<file path="src/rtl/router_pkg.sv">
// router_pkt_tx shared types, constants and header packing.
package router_pkg;

  typedef enum logic [2:0] {
    S_IDLE,
    S_HDR,
    S_PLD,
    S_PAR,
    S_GAP
  } state_e;

  localparam int MAX_PLD_LEN = 63;
  localparam int LEN_W = $clog2(MAX_PLD_LEN + 1);
  localparam logic [1:0] ADDR_ILLEGAL = 2'b11;

  function automatic logic [7:0] pack_hdr(
    input logic [LEN_W-1:0] len,
    input logic [1:0]       addr
  );
    return {len, addr};
  endfunction

endpackage

</file>
<file path="src/rtl/router_pkt_tx_if.sv">
// User request, payload source and router port of router_pkt_tx.
interface router_pkt_tx_if;

  logic       start;
  logic [1:0] dest_addr;
  logic [5:0] pld_len;
  logic       inject_perr;
  logic [7:0] pld_data;
  logic [6:0] pld_count;
  logic       pld_rd;
  logic       busy;
  logic       error;
  logic [7:0] data_out;
  logic       pkt_valid;
  logic       tx_active;
  logic       done;
  logic       err_seen;
  logic       req_rej;

  modport master (
    output start, dest_addr, pld_len, inject_perr,
    output pld_data, pld_count, busy, error,
    input  pld_rd, data_out, pkt_valid,
    input  tx_active, done, err_seen, req_rej
  );

  modport slave (
    input  start, dest_addr, pld_len, inject_perr,
    input  pld_data, pld_count, busy, error,
    output pld_rd, data_out, pkt_valid,
    output tx_active, done, err_seen, req_rej
  );

endinterface

</file>
<file path="src/rtl/router_parity_acc.sv">
// 8-bit XOR accumulator: load seeds, xor_en folds data_i,
// inv_i flips the presented result.
module router_parity_acc (
  input  logic       clk_i,
  input  logic       rst_ni,
  input  logic       load_i,
  input  logic [7:0] load_val_i,
  input  logic       xor_en_i,
  input  logic [7:0] data_i,
  input  logic       inv_i,
  output logic [7:0] parity_o
);

  logic [7:0] acc_q;

  always_ff @(posedge clk_i or negedge rst_ni) begin
    if (!rst_ni) begin
      acc_q <= '0;
    end else if (load_i) begin
      acc_q <= load_val_i;
    end else if (xor_en_i) begin
      acc_q <= acc_q ^ data_i;
    end
  end

  assign parity_o = acc_q ^ {8{inv_i}};

endmodule

</file>
<file path="src/rtl/router_pkt_tx.sv">
// Serialises header, payload and parity into the router port,
// then watches router error through a fixed post-packet gap.
module router_pkt_tx
  import router_pkg::*;
#(
  parameter int GAP_CYCLES = 3
) (
  input logic       clock,
  input logic       resetn,
  router_pkt_tx_if.slave bus
);

  localparam int CW = (GAP_CYCLES > 1) ? $clog2(GAP_CYCLES) : 1;

  state_e           state_q;
  logic [7:0]       dout_q;
  logic             pv_q;
  logic             act_q;
  logic             done_q;
  logic             errs_q;
  logic             rej_q;
  logic             perr_q;
  logic [LEN_W-1:0] rem_q;
  logic [CW-1:0]    gap_q;

  logic       take;
  logic       go;
  logic       par_ld;
  logic       pld_rd;
  logic [7:0] hdr;
  logic [7:0] par;

  assign take = !bus.busy;
  assign hdr  = pack_hdr(bus.pld_len, bus.dest_addr);

  assign go = bus.start
           && (bus.dest_addr != ADDR_ILLEGAL)
           && (bus.pld_len != '0)
           && (bus.pld_count >= {1'b0, bus.pld_len});

  assign par_ld = (state_q == S_IDLE) && go;

  // rem==0 in PLD means the last byte is already on the wire
  assign pld_rd = take
               && ((state_q == S_HDR)
               || ((state_q == S_PLD) && (rem_q != '0)));

  router_parity_acc u_par (
    .clk_i      (clock),
    .rst_ni     (resetn),
    .load_i     (par_ld),
    .load_val_i (hdr),
    .xor_en_i   (pld_rd),
    .data_i     (bus.pld_data),
    .inv_i      (perr_q),
    .parity_o   (par)
  );

  always_ff @(posedge clock or negedge resetn) begin
    if (!resetn) begin
      state_q <= S_IDLE;
      dout_q  <= '0;
      pv_q    <= 1'b0;
      act_q   <= 1'b0;
      done_q  <= 1'b0;
      errs_q  <= 1'b0;
      rej_q   <= 1'b0;
      perr_q  <= 1'b0;
      rem_q   <= '0;
      gap_q   <= '0;
    end else begin
      done_q <= 1'b0;
      rej_q  <= 1'b0;
      case (state_q)
        S_IDLE: begin
          if (go) begin
            dout_q  <= hdr;
            pv_q    <= 1'b1;
            act_q   <= 1'b1;
            rem_q   <= bus.pld_len;
            perr_q  <= bus.inject_perr;
            state_q <= S_HDR;
          end else if (bus.start) begin
            rej_q <= 1'b1;
          end
        end
        S_HDR: begin
          if (take) begin
            dout_q  <= bus.pld_data;
            rem_q   <= rem_q - LEN_W'(1);
            state_q <= S_PLD;
          end
        end
        S_PLD: begin
          if (take) begin
            if (rem_q != '0) begin
              dout_q <= bus.pld_data;
              rem_q  <= rem_q - LEN_W'(1);
            end else begin
              dout_q  <= par;
              pv_q    <= 1'b0;
              state_q <= S_PAR;
            end
          end
        end
        S_PAR: begin
          if (take) begin
            dout_q  <= '0;
            gap_q   <= CW'(GAP_CYCLES - 1);
            errs_q  <= 1'b0;
            state_q <= S_GAP;
          end
        end
        S_GAP: begin
          errs_q <= errs_q | bus.error;
          if (gap_q == '0) begin
            done_q  <= 1'b1;
            act_q   <= 1'b0;
            state_q <= S_IDLE;
          end else begin
            gap_q <= gap_q - CW'(1);
          end
        end
        default: state_q <= S_IDLE;
      endcase
    end
  end

  assign bus.pld_rd    = pld_rd;
  assign bus.data_out  = dout_q;
  assign bus.pkt_valid = pv_q;
  assign bus.tx_active = act_q;
  assign bus.done      = done_q;
  assign bus.err_seen  = errs_q;
  assign bus.req_rej   = rej_q;

endmodule

</file>
<file path="src/flat_wrapper.sv">
// flat-port wrapper written by rule: the top's interface ports become plain ports
module router_pkt_tx_flat import router_pkg::*;
#(
  parameter int GAP_CYCLES = 3
)
  (clock, resetn, bus_start, bus_dest_addr, bus_pld_len, bus_inject_perr, bus_pld_data, bus_pld_count, bus_busy, bus_error, bus_pld_rd, bus_data_out, bus_pkt_valid, bus_tx_active, bus_done, bus_err_seen, bus_req_rej);
  router_pkt_tx_if bus_i ();
  input logic clock;
  input logic resetn;
  input wire logic [$bits(bus_i.start)-1:0] bus_start;
  input wire logic [$bits(bus_i.dest_addr)-1:0] bus_dest_addr;
  input wire logic [$bits(bus_i.pld_len)-1:0] bus_pld_len;
  input wire logic [$bits(bus_i.inject_perr)-1:0] bus_inject_perr;
  input wire logic [$bits(bus_i.pld_data)-1:0] bus_pld_data;
  input wire logic [$bits(bus_i.pld_count)-1:0] bus_pld_count;
  input wire logic [$bits(bus_i.busy)-1:0] bus_busy;
  input wire logic [$bits(bus_i.error)-1:0] bus_error;
  output wire logic [$bits(bus_i.pld_rd)-1:0] bus_pld_rd;
  output wire logic [$bits(bus_i.data_out)-1:0] bus_data_out;
  output wire logic [$bits(bus_i.pkt_valid)-1:0] bus_pkt_valid;
  output wire logic [$bits(bus_i.tx_active)-1:0] bus_tx_active;
  output wire logic [$bits(bus_i.done)-1:0] bus_done;
  output wire logic [$bits(bus_i.err_seen)-1:0] bus_err_seen;
  output wire logic [$bits(bus_i.req_rej)-1:0] bus_req_rej;
  assign bus_i.start = bus_start;
  assign bus_i.dest_addr = bus_dest_addr;
  assign bus_i.pld_len = bus_pld_len;
  assign bus_i.inject_perr = bus_inject_perr;
  assign bus_i.pld_data = bus_pld_data;
  assign bus_i.pld_count = bus_pld_count;
  assign bus_i.busy = bus_busy;
  assign bus_i.error = bus_error;
  assign bus_pld_rd = bus_i.pld_rd;
  assign bus_data_out = bus_i.data_out;
  assign bus_pkt_valid = bus_i.pkt_valid;
  assign bus_tx_active = bus_i.tx_active;
  assign bus_done = bus_i.done;
  assign bus_err_seen = bus_i.err_seen;
  assign bus_req_rej = bus_i.req_rej;
  router_pkt_tx #(.GAP_CYCLES(GAP_CYCLES)) u_core (.clock(clock), .resetn(resetn), .bus(bus_i));
endmodule
</file>
<file path="config.mk">
export PLATFORM = sky130hd
export DESIGN_NAME = router_pkt_tx_flat
export DESIGN_NICKNAME = d
export VERILOG_FILES = /design/src/rtl/router_pkg.sv /design/src/rtl/router_pkt_tx_if.sv /design/src/rtl/router_parity_acc.sv /design/src/rtl/router_pkt_tx.sv /design/src/flat_wrapper.sv
export SDC_FILE = /design/constraint.sdc
export NUM_CORES = 1
export LEC_CHECK = 0
export ABC_AREA = 1
export ABC_CLOCK_PERIOD_IN_PS = 4150
export CELL_PAD_IN_SITES_DETAIL_PLACEMENT = 1
export CELL_PAD_IN_SITES_GLOBAL_PLACEMENT = 2
export CORE_ASPECT_RATIO = 0.7
export CORE_MARGIN = 10
export CORE_UTILIZATION = 30
export DETAILED_ROUTE_END_ITERATION = 10
export GPL_TIMING_DRIVEN = 0
export MAX_ROUTING_LAYER = met4
export PLACE_DENSITY_LB_ADDON = 0.1
export SYNTH_ARGS = -nofsm -noshare
export SYNTH_HDL_FRONTEND = slang
export SYNTH_SLANG_ARGS = --single-unit
</file>
<file path="constraint.sdc">
create_clock -name clock -period 4.15 [get_ports clock]
set_input_delay 0.6225 -clock clock [delete_from_list [all_inputs] [get_ports clock]]
set_output_delay 0.6225 -clock clock [all_outputs]
set_load 0.05 [all_outputs]
</file>
# --- Yosys cells after proc, flatten, opt, wreduce, memory -nomap -nowiden ---
# Index checks and enable logic that the tools add are counted.
op_classes:
  reduce_logical: 26
  multipliers: 0
  div_mod_pow: 0
  n_shift: 0
  addsub: 2
  n_mux: 36
  bitwise_logic: 3
  eq_ne: 13
  magnitude_cmp: 1
op_table:
  columns: ["cell", "n"]
  rows:
  - ["two-way mux 8 bit", 7]
  - ["one-hot mux 8 bit (4 select lines)", 1]
  - ["two-way mux 6 bit", 4]
  - ["two-way mux 3 bit", 6]
  - ["one-hot mux 6 bit (3 select lines)", 1]
  - ["XOR 8 bit", 2]
  - ["one-hot mux 3 bit (5 select lines)", 1]
  - ["inequality test 2 bit, second input constant", 7]
  - ["nonzero test 6 bit", 2]
  - ["two-way mux 1 bit", 10]
  - ["AND reduction 5 bit", 2]
  - ["nonzero test 2 bit", 4]
  - [">= comparator 7 x 6 -> 1 bit", 1]
  - ["equality test 3 x 2 -> 1 bit, second input constant", 2]
  - ["logical AND 1 bit", 6]
  - ["one-hot mux 1 bit (2 select lines)", 3]
  - ["AND reduction 3 bit", 2]
  - ["AND reduction 6 bit", 1]
  - ["subtractor 6 x 1 -> 6 bit, second input constant", 1]
  - ["two-way mux 2 bit", 2]
  - ["inequality test 2 x 1 -> 1 bit, second input constant", 2]
  - ["one-hot mux 2 bit (2 select lines)", 1]
  - ["AND reduction 2 bit", 2]
  - ["AND reduction 4 bit", 1]
  - ["10 further kinds", 10]
word_totals:
  input_bits: 29
  n_memories: 0
  ff_bits: 33
  ram_bits: 0
  out_inout_bits: 14
  mem_bits_ro: 0
  latchBits: 0

# --- Longest topological paths before layout ---
logic_depth:
  ltp_word: 6
  depth_mapped: 13

# --- Hierarchy ---
# From an unflattened synthesis, not the netlist that was laid out.
hier_totals:
  cells_unflattened: 356
  hier_area_um2: 2423.6
modules_own_cells:
  columns: ["mod", "instances", "area_each_um2", "cells_per_inst"]
  rows:
  - ["router_pkt_tx", 1, 1830.5, 263]
  - ["router_parity_acc", 1, 593.1, 93]

# --- Worst setup path after synthesis ---
# Ideal clock, no wire load.
synth_path:
  kind: "register -> output"
  from: "register u_core.rem_q[0]"
  to: "output port bus_pld_rd"
  t_arrival_ns: 1.274
  setup_slack_ns: 2.253
  path_stages_with_launch: 8
  n_path_buf: 0
  cell_sequence: "dfrtp_1 inv_1 ha_1 nand3_2 nand2_1 nand2_2 nand2_4 inv_2"
synth_via:
  elab_chain_cells: 4
synth_lines:
  columns: ["item", "line_no", "text"]
  rows:
  - ["start: declaration", "router_pkt_tx.sv:23", "logic [LEN_W-1:0] rem_q;"]
  - ["start signal: assignment", "router_pkt_tx.sv:80", "rem_q <= bus.pld_len;"]
  - ["start signal: assignment", "router_pkt_tx.sv:90", "rem_q <= rem_q - LEN_W'(1);"]
  - ["start signal: assignment", "router_pkt_tx.sv:98", "rem_q <= rem_q - LEN_W'(1);"]
  - ["nonzero test 6 bit", "router_pkt_tx.sv:46", "|| ((state_q == S_PLD) && (rem_q != '0)));"]
  - ["logical AND 1 bit", "router_pkt_tx.sv:46", null]
  - ["logical OR 1 bit", "router_pkt_tx.sv:46", null]
  - ["logical AND 1 bit", "router_pkt_tx.sv:45", "&& ((state_q == S_HDR)"]
  - ["end: declaration", "flat_wrapper.sv:18", "output wire logic [$bits(bus_i.pld_rd)-1:0] bus_pld_rd;"]
# No other way between the ends.

# --- Worst setup path after layout ---
# Ends and elaborated chain as after synthesis.

==> flow_results.xml <==
<?xml version="1.0" encoding="UTF-8"?>
<metrics>
  <group name="pwr">
    <metric name="post-layout-total-power" unit="mW">2.099</metric>
    <metric name="power.switching_fraction" unit="">0.4938</metric>
    <metric name="power_leakage" unit="nW">1.471</metric>
    <metric name="internal-power" unit="mW">1.063</metric>
    <metric name="p_clk_frac" unit="">0.156</metric>
    <metric name="power.switching" unit="mW">1.037</metric>
    <metric name="vdd_drop_max" unit="mV">0.2236</metric>
    <metric name="sequential_share_of_power" unit="">0.279</metric>
    <metric name="comb_power_share" unit="">0.565</metric>
    <metric name="power_density" unit="mW/mm^2">726.9</metric>
  </group>
  <group name="worst_hold_path">
    <metric name="min_path_type" unit="">in2async</metric>
  </group>
  <group name="sta">
    <metric name="timing.clock.skew" unit="ps">6.905</metric>
    <metric name="relative_slew_slack" unit="">0.4367</metric>
    <metric name="maxClockFrequency" unit="MHz">308.5</metric>
    <metric name="slew_at_the_pin_closest_to_its_max_slew_limit" unit="ps">844.9</metric>
    <metric name="rsz0062_at_grt" unit="">false</metric>
    <metric name="final_period_minus_worst_setup_slack" unit="ps">3242</metric>
    <metric name="hold_violations" unit="">0</metric>
    <metric name="final-setup-viol-count" unit="">0</metric>
    <metric name="finalCritPeriodShare" unit="">0.7812</metric>
    <metric name="timing_max_transition_violations_final" unit="">0</metric>
    <metric name="finalSetupTns" unit="ps">0</metric>
  </group>
  <group name="synth">
    <metric name="synth-edff-count" unit="">0</metric>
    <metric name="synth.area.mux_share" unit="">0</metric>
    <metric name="syn_area" unit="mm^2">0.002233</metric>
    <metric name="post-synth-top-area-cell" unit="">sky130_fd_sc_hd__dfrtp_1</metric>
    <metric name="syn_nets" unit="">350</metric>
    <metric name="synth_top_family_by_area" unit="">simple AND/OR/NAND/NOR gates</metric>
    <metric name="syn-mean-instance-area" unit="um^2">7.135</metric>
    <metric name="synth_async_reset_ratio" unit="">1.000</metric>
    <metric name="synth_top_cell_area_share" unit="">0.3697</metric>
    <metric name="synthAdderAreaFrac" unit="">0.04482</metric>
    <metric name="yosys.area_share.xor_xnor" unit="">0.06275</metric>
    <metric name="ys_ff_latch" unit="">33</metric>
    <metric name="complex_gate_fraction_of_the_synthesized_area" unit="">0.03473</metric>
    <metric name="post_synth_and_or_nand_nor_area_fraction" unit="">0.4129</metric>
    <metric name="synth-seq-area-share" unit="">0.3697</metric>
    <metric name="synthDistinctLibCells" unit="">26</metric>
    <metric name="synth_top_cells_by_area" unit="">sky130_fd_sc_hd__dfrtp_1 37%, sky130_fd_sc_hd__nand2_1 20%, sky130_fd_sc_hd__nand3_1 11%</metric>
    <metric name="synth_flop_cell" unit="">sky130_fd_sc_hd__dfrtp_1</metric>
    <metric name="syn-instance-count" unit="">313</metric>
    <metric name="yosys_warnings" unit="">0</metric>
  </group>
  <group name="die">
    <metric name="initial_core_util" unit="">0.3079</metric>
    <metric name="die_area" unit="mm^2">0.01135</metric>
    <metric name="die_w" unit="um">123.1</metric>
    <metric name="die_h" unit="um">92.19</metric>
    <metric name="fp.coreArea" unit="mm^2">0.007254</metric>
    <metric name="placementRows" unit="">26</metric>
    <metric name="top_level_ports" unit="">43</metric>
  </group>
  <group name="critical_path">
    <metric name="worst-endpoint-arrival" unit="ps">2620</metric>
    <metric name="timing.rr.start" unit="">u_core.rem_q[0]</metric>
    <metric name="timing.critical_path.from_type" unit="">flop</metric>
    <metric name="worst_ep_required_time" unit="ps">3530</metric>
    <metric name="timing.setup.critical_path_class" unit="">reg2out</metric>
    <metric name="crit_fanout" unit="">9</metric>
    <metric name="timing.critical_path.to_type" unit="">output pin</metric>
    <metric name="timing.critical_path.from" unit="">u_core.rem_q[0]</metric>
  </group>
  <group name="place">
    <metric name="place_area" unit="mm^2">0.002771</metric>
    <metric name="place.detailed.hpwl" unit="mm">5.829</metric>
    <metric name="gp_congestion" unit="">0.8199</metric>
    <metric name="port_buffers" unit="">42</metric>
  </group>
  <group name="cts">
    <metric name="cts_tree" unit="">yes</metric>
    <metric name="cts_htree_levels" unit="">2</metric>
    <metric name="clk-insertion-delay-late" unit="ps">300</metric>
    <metric name="clock_net_sink_count" unit="">33</metric>
    <metric name="post_cts.resized_instances" unit="">0</metric>
    <metric name="cts.reportedPaths.clkPinSlew" unit="ps">80</metric>
    <metric name="root_cell_of_the_clock_tree" unit="">sky130_fd_sc_hd__clkbuf_8</metric>
    <metric name="post_cts.repair.setup_buffers" unit="">0</metric>
    <metric name="cts_hold_repair.buffers" unit="">0</metric>
    <metric name="clk_path_buf_depth" unit="">2</metric>
    <metric name="cts_buffers" unit="">5</metric>
  </group>
  <group name="global_routing">
    <metric name="first_global_vias" unit="">2277</metric>
    <metric name="groute.usage.overall" unit="">0.1391</metric>
    <metric name="grt_overflow" unit="">0</metric>
    <metric name="grt_max_degree" unit="">34</metric>
    <metric name="antenna_found_initial" unit="">0</metric>
    <metric name="grt_pass1_wl" unit="mm">12.12</metric>
  </group>
  <group name="route">
    <metric name="wl_met1" unit="mm">3.930</metric>
    <metric name="topRoutingLayerUsed" unit="">met4</metric>
    <metric name="route.met2.wl" unit="mm">3.235</metric>
    <metric name="met3_wire_length" unit="um">272</metric>
    <metric name="drt_first_pass_iters" unit="">4</metric>
    <metric name="postRouteAntennaNets" unit="">0</metric>
    <metric name="dr_total_vias" unit="">2172</metric>
    <metric name="route.final.wire_length" unit="mm">7.495</metric>
    <metric name="detail_route.wl_per_cell" unit="um">16.26</metric>
    <metric name="detail_route.drc_violations" unit="">0</metric>
    <metric name="vias_per_cell" unit="">4.711</metric>
    <metric name="drt_first_iter_violations" unit="">76</metric>
  </group>
  <group name="final_layout">
    <metric name="postLayoutCoreUtil" unit="">0.3981</metric>
    <metric name="antenna_cells" unit="">0</metric>
    <metric name="finish.instance_area" unit="mm^2">0.002888</metric>
    <metric name="finalNetCount" unit="">399</metric>
    <metric name="area_growth_syn_to_layout" unit="%">29.30</metric>
    <metric name="layout.filler_cells" unit="">925</metric>
    <metric name="reg_area" unit="um^2">825.8</metric>
    <metric name="multi_input_area" unit="mm^2">0.001240</metric>
    <metric name="drive_gt1_frac" unit="">0.08540</metric>
  </group>
  <group name="flow_run">
    <metric name="drv.max_cap_violation_count" unit="">0</metric>
  </group>
  <group name="outcome">
    <metric name="status" unit="">finished, final reports clean</metric>
  </group>
</metrics>
==> power groups by stage <==
stage	clock (mW)	sequential [mW]	combinational [mW]
final	0.328	0.585	1.19
after global routing	0.347	0.606	1.32
after CTS	0.335	0.586	1.20
after global placement	0	0.587	1.17
after detailed placement	0	0.592	1.20
after floorplan	0	0.740	0.664
==> area by class of cell <==
cell class,count,area share
Inverter,33,0.04289
Tap cell,98,0.04246
Multi-Input combinational cell,242,0.4294
Buffer,5,0.01516
Clock inverter,1,0.01040
Timing Repair Buffer,42,0.1438
Sequential cell,33,0.2860
Clock buffer,7,0.02990
==> cells in the final DEF, fill, tap and decap left out, drive strengths merged <==
cell	instances
a21oi	3
a31oi	1
buf	6
bufinv	1
clkbuf	7
clkdlybuf4s50	41
dfrtp	33
ha	8
inv	33
nand2	125
nand3	51
nand4	9
nor2	16
nor3	1
nor3b	1
o21a	1
o21ai	9
or2	1
xnor2	2
xor2	14
==> routing by layer <==
layer	track usage	vias up
li1	-	1098
met1	0.1956	1038
met2	0.1987	31
met3	0.02817	5
met4	0.03191	0
met5	-	-
==> cells by family (layout without fill, tap and decap cells) <==
family	Yosys count	in the layout
AO/OA/AOI/OAI	14	14
AND/OR/NAND/NOR	204	204
adder cells (fa/ha/maj)	8	8
flip-flops	33	33
XOR/XNOR	16	16
buffers and inverters	38	88
==> final timing paths <==
check / to / slack [ps] / cells past startpoint
setup / recovery: bus_pld_rd / 910 / 8
hold / removal: u_core.u_par.acc_q[2] / 430 / 1
setup reg to reg: u_core.rem_q[2] / 2300 / 9
hold reg to reg: u_core.bus.data_out[0] / 510 / 2
max in group asynchronous: u_core.bus.data_out[1] / 3190 / 1
min in group clock: u_core.bus.data_out[0] / 510 / 2
==> synth_stat cells (3+ instances only) <==
library cell              instances
sky130_fd_sc_hd__o21ai_0          7
sky130_fd_sc_hd__dfrtp_1         33
sky130_fd_sc_hd__nand2_1        120
sky130_fd_sc_hd__nor2_4           3
sky130_fd_sc_hd__nand3_1         49
sky130_fd_sc_hd__nand2_2          3
sky130_fd_sc_hd__inv_2            5
sky130_fd_sc_hd__buf_6            3
sky130_fd_sc_hd__nor2_1          12
sky130_fd_sc_hd__xor2_1          14
sky130_fd_sc_hd__ha_1             8
sky130_fd_sc_hd__inv_1           28
sky130_fd_sc_hd__nand4_1          9
==> state kept, by name (all words and copies together) (netlist names) <==
signal and count:
u_core.bus.req_rej 1, u_core.perr_q 1, u_core.bus.tx_active 1, u_core.bus.err_seen 1
u_core.state_q 3, u_core.bus.done 1, u_core.rem_q 6, u_core.bus.data_out 8
u_core.gap_q 2, u_core.u_par.acc_q 8, u_core.bus.pkt_valid 1
==> per-stage QoR <==
step / hold WS [ps] / cells / worst slack, ps
final: 430.6 / 461 / 908.0
after floorplan: 326.9 / 313 / 2253
after global routing: 505.6 / 461 / 797.2
after detailed placement: 501.4 / 453 / 1146
after CTS: 461.7 / 461 / 886.1
after global placement: 487.9 / 453 / 1153
==> critical path: stages (launching register included) <==
cell and delay [ps]:
sky130_fd_sc_hd__dfrtp_1 380, sky130_fd_sc_hd__inv_1 90, sky130_fd_sc_hd__ha_1 250, sky130_fd_sc_hd__nand3_2 180
sky130_fd_sc_hd__nand2_1 110, sky130_fd_sc_hd__nand2_2 150, sky130_fd_sc_hd__nand2_4 110, sky130_fd_sc_hd__inv_2 190
sky130_fd_sc_hd__clkdlybuf4s50_1 850
Power figures use the tool's default switching activity.
==> variant 1: new RTL, same settings <==
Re-encode `state_e` (5 states) as one-hot, 5 bits wide.
--- a/src/rtl/router_pkg.sv
+++ b/src/rtl/router_pkg.sv
@@ -2,10 +2,10 @@
 package router_pkg;
 
-  typedef enum logic [2:0] {
-    S_IDLE,
-    S_HDR,
-    S_PLD,
-    S_PAR,
-    S_GAP
+  typedef enum logic [4:0] {
+    S_IDLE = 5'b00001,
+    S_HDR  = 5'b00010,
+    S_PLD  = 5'b00100,
+    S_PAR  = 5'b01000,
+    S_GAP  = 5'b10000
   } state_e;
 
Check against the original RTL: same outputs for any inputs over 10 cycles, from zero or initial values and one cycle with resetn low; not proved beyond that.
==> variant 1 against the unedited design <==
  * Routed wire length shrank 1.4%
  * Total power rose by 1.0%
  * Final area rose by 8.7%
  * Critical path depth shrank 3
  * Sequential cell count grew 2
  * Fmax is 4.1% higher
  * Via count shrank 1.7%
  * Area after synthesis up 8.8%
  * Setup slack better by 130 ps
  * Critical path type is now input port to output pin
  * Largest power group unchanged
==> variant 1: results <==
placed_design:
  place_area_mm2: 0.00299
  place_inst: 442
  gp_congestion: 0.762
  dp_hpwl_um: 5840
  io_buffers: 42
  pre_cts_slack_ps: 1020
logic_synthesis:
  seq_area_frac_synth: 0.361
  synth_nets: 335
  ys_top_cells_by_area: "dfrtp_1, nand2_1, nand3_1"
  synthMuxAreaShare: 0
  syn_area_per_cell_um2: 8.15
  synth-xor-area-share: 0.0613
  async_reset_ff_frac: 1.00
  netlist-cell-type-count: 33
  synthAdderAreaFrac: 0.0412
  synth_common_cells: "nand2_1, dfrtp_1, nand3_1, inv_1, nor2_1"
  synth-compound-area-share: 0.0911
sta:
  skew_ps: 5.85
  whs_ps: 310
  post-route-period-util: 0.751
  worst_pin_slew_ps: 506
drt:
  routed_wl_um: 7390
  drtIter0Drc: 110
  wl_per_cell_um: 16.4
  vias: 2134
critical_path:
  critPathTopFamily: "buffers and inverters"
  reg2reg_depth: 8
  setup.worst_path.start: "bus_busy"
  reg2reg_slack_ps: 2330
  slowest_delay_ps: 830
  arrival_ps: 2490
  r2r_end: "u_core.bus.data_out[2]"
  critPathMaxFanout: 7
clock_network:
  clock_path_buffers: 2
  htreeDepth: 2
  cts_inserted_buffers: 5
  clk_latency_ps: 270
  cts.clk_slew.worst_paths_ps: 60
  cts_setup_buffers: 0
  root_buffer: "clkbuf_16"
global_routing:
  grt_use_total: 0.129
  grt_max_degree: 36
  grt_antenna_before_repair: 0
  grt_pass1_wl_um: 12100
  first_global_vias: 2309
status:
  status: "complete, no violations"
layout:
  diodes: 0
  drive_gt1_frac: 0.186
  finalNetCount: 385
power_and_ir_drop:
  p_clk_uw: 377
  seqPwrFrac: 0.283
  max-vdd-ir-drop_mv: 0.329
  leakagePower_nw: 1.51
  p_sw_frac: 0.462
  power.density_mw_per_mm2: 675
==> variant 1: cell types whose count changed after synthesis, moves of 3 or more <==
cell      delta
nor2_1       +5
nand3_2      +6
nand3_1     -18
a21oi_1      +4
nand2_2      +3
inv_1        -4
o211ai_2     +8
nand4_1      +4
nand2_1     -43
nor2_2       +3
==> variant 1: routing by layer <==
layer,up-vias,part of all wire,GRT usage
met3,4,0.023,0.0238
met2,28,0.44,0.191
met4,0,0.0035,0.0246
met5,-,0,-
met1,1014,0.53,0.178
li1,1088,-,-
==> variant 1: worst reg2reg max path: cells and delay by family (launching register included) <==
kind	cells	cell delay, ps
and+or+nand+nor	6	1020
DFF	1	360
buffers and inverters	1	140
adders and majority gates	1	250
==> variant 1: cell type report <==
type / instances / area [µm²]
Inverter: 30 / 113
Clock buffer: 7 / 143
Clock inverter: 1 / 5.00
Fill cell: 968 / 4730
Timing Repair Buffer: 43 / 435
Sequential cell: 35 / 877
Tap cell: 101 / 126
Multi-Input combinational cell: 225 / 1380
Buffer: 8 / 63.8
==> variant 2: new RTL, config.mk and constraints unchanged <==
Made on the original files. `GAP_CYCLES` is set to 3 in 2 places; all go to 2.
--- a/src/rtl/router_pkt_tx.sv
+++ b/src/rtl/router_pkt_tx.sv
@@ -4,5 +4,5 @@
   import router_pkg::*;
 #(
-  parameter int GAP_CYCLES = 3
+  parameter int GAP_CYCLES = 2
 ) (
   input logic       clock,
--- a/src/flat_wrapper.sv
+++ b/src/flat_wrapper.sv
@@ -2,5 +2,5 @@
 module router_pkt_tx_flat import router_pkg::*;
 #(
-  parameter int GAP_CYCLES = 3
+  parameter int GAP_CYCLES = 2
 )
   (clock, resetn, bus_start, bus_dest_addr, bus_pld_len, bus_inject_perr, bus_pld_data, bus_pld_count, bus_busy, bus_error, bus_pld_rd, bus_data_out, bus_pkt_valid, bus_tx_active, bus_done, bus_err_seen, bus_req_rej);
Behaviour: not the same (a bounded check fails within 10 cycles, from zero or initial values and one cycle with resetn low).
==> variant 2 against the unedited design <==
  * Routed wire length is 3.0% lower
  * Synthesized cell count is 3.5% lower
  * Setup slack better by 180 ps
  * Sequential cell count shrank 1
  * Clock skew up 1.0 ps
  * Final area up 1.4%
  * Register-to-register slack better by 40 ps
  * Total power up 8.0%
  * Area after synthesis is 2.9% higher
==> variant 2: results <==
status:
  status: "complete, no violations"
global_routing:
  use_met1: 0.183
  grt_use_total: 0.133
  grt_max_degree: 33
  first_global_vias: 2277
  gr-usage-met3: 0.0259
  grt_pass1_wl_um: 12000
  grt_antenna_before_repair: 0
  use_met2: 0.191
layout:
  diodes: 0
  finalNetCount: 387
  fillCellCount: 914
  drive_gt1_frac: 0.165
drt:
  dr.max_layer_used: "met4"
  wl_met1_um: 4000
  wl_met2_um: 3010
  vias: 2110
  routed_wl_um: 7270
  vias_per_cell: 4.69
  wl_met3_um: 181
  drtIter0Drc: 79
power_and_ir_drop:
  seqPwrFrac: 0.253
  p_clk_uw: 262
  p_int_mw: 1.10
  max-vdd-ir-drop_mv: 0.308
  pwr-share-clk: 0.115
  leakagePower_nw: 1.44
clock_network:
  clk_latency_ps: 290
  cts_inserted_buffers: 5
critical_path:
  arrival_ps: 2440
  critPathMaxFanout: 7
  slowest_delay_ps: 830
  reg2reg_depth: 10
  reg2reg_slack_ps: 2340
  worstReg2RegStart: "u_core.rem_q[0]"
  startpoint_type: "flip-flop"
  r2r_end: "u_core.bus.data_out[0]"
sta:
  skew_ps: 7.90
  worst_pin_slew_ps: 801
  whs_ps: 412
  fmax_mhz: 326
logic_synthesis:
  synth-xor-area-share: 0.0457
  synth_nets: 338
  ys_warn_count: 0
  synth_ff_type: "dfrtp_1"
  ys_top_cells_by_area: "dfrtp_1, nand2_1, nand3_1"
  synthAdderAreaFrac: 0.0381
  synthMuxAreaShare: 0
  netlist-cell-type-count: 31
  synth-compound-area-share: 0.107
  synth_common_cells: "nand2_1, dfrtp_1, inv_1, nand3_1, nor2_1"
  seq_area_frac_synth: 0.348
  synth_cells: 302
placed_design:
  dp_hpwl_um: 5780
  place_area_mm2: 0.00284
  gp_congestion: 0.757
  pre_cts_slack_ps: 1210
  place_inst: 442
[variant 2: changes by cell type after synthesis, sizes merged, moves of 2 or more]
cell    delta
nor2       +4
o21ai      +9
nand2     -18
nand4      +3
xor2       -4
or2        +2
buf        +3
a21oi      +3
nand3     -19
o211ai     +8
[variant 2: logic make-up after synthesis]
logic type,Yosys count
xor+xnor,12
buf+inv,42
compound gates,32
flops,32
fa+ha+maj,7
simple gates,177
[variant 2: worst register-to-register path, cell delays in order, from the launching register on]
cell	delay (ps)
dfrtp_1	400
inv_1	170
ha_1	270
nand2_1	100
nor2_1	330
nand3_1	130
nand2_1	100
nand2_1	50
nand3_1	60
nand4_1	80
nand2_1	70
[variant 2: final cells by class]
class	instances	area (µm²)	share of cell area
Multi-Input combinational cell	228	1290	0.442
Sequential cell	32	801	0.273
Timing Repair Buffer	42	415	0.142
Inverter	34	130	0.0444
Tap cell	98	123	0.0419
Clock buffer	6	82.6	0.0282
Buffer	8	72.6	0.0248
Clock inverter	2	10.0	0.00342
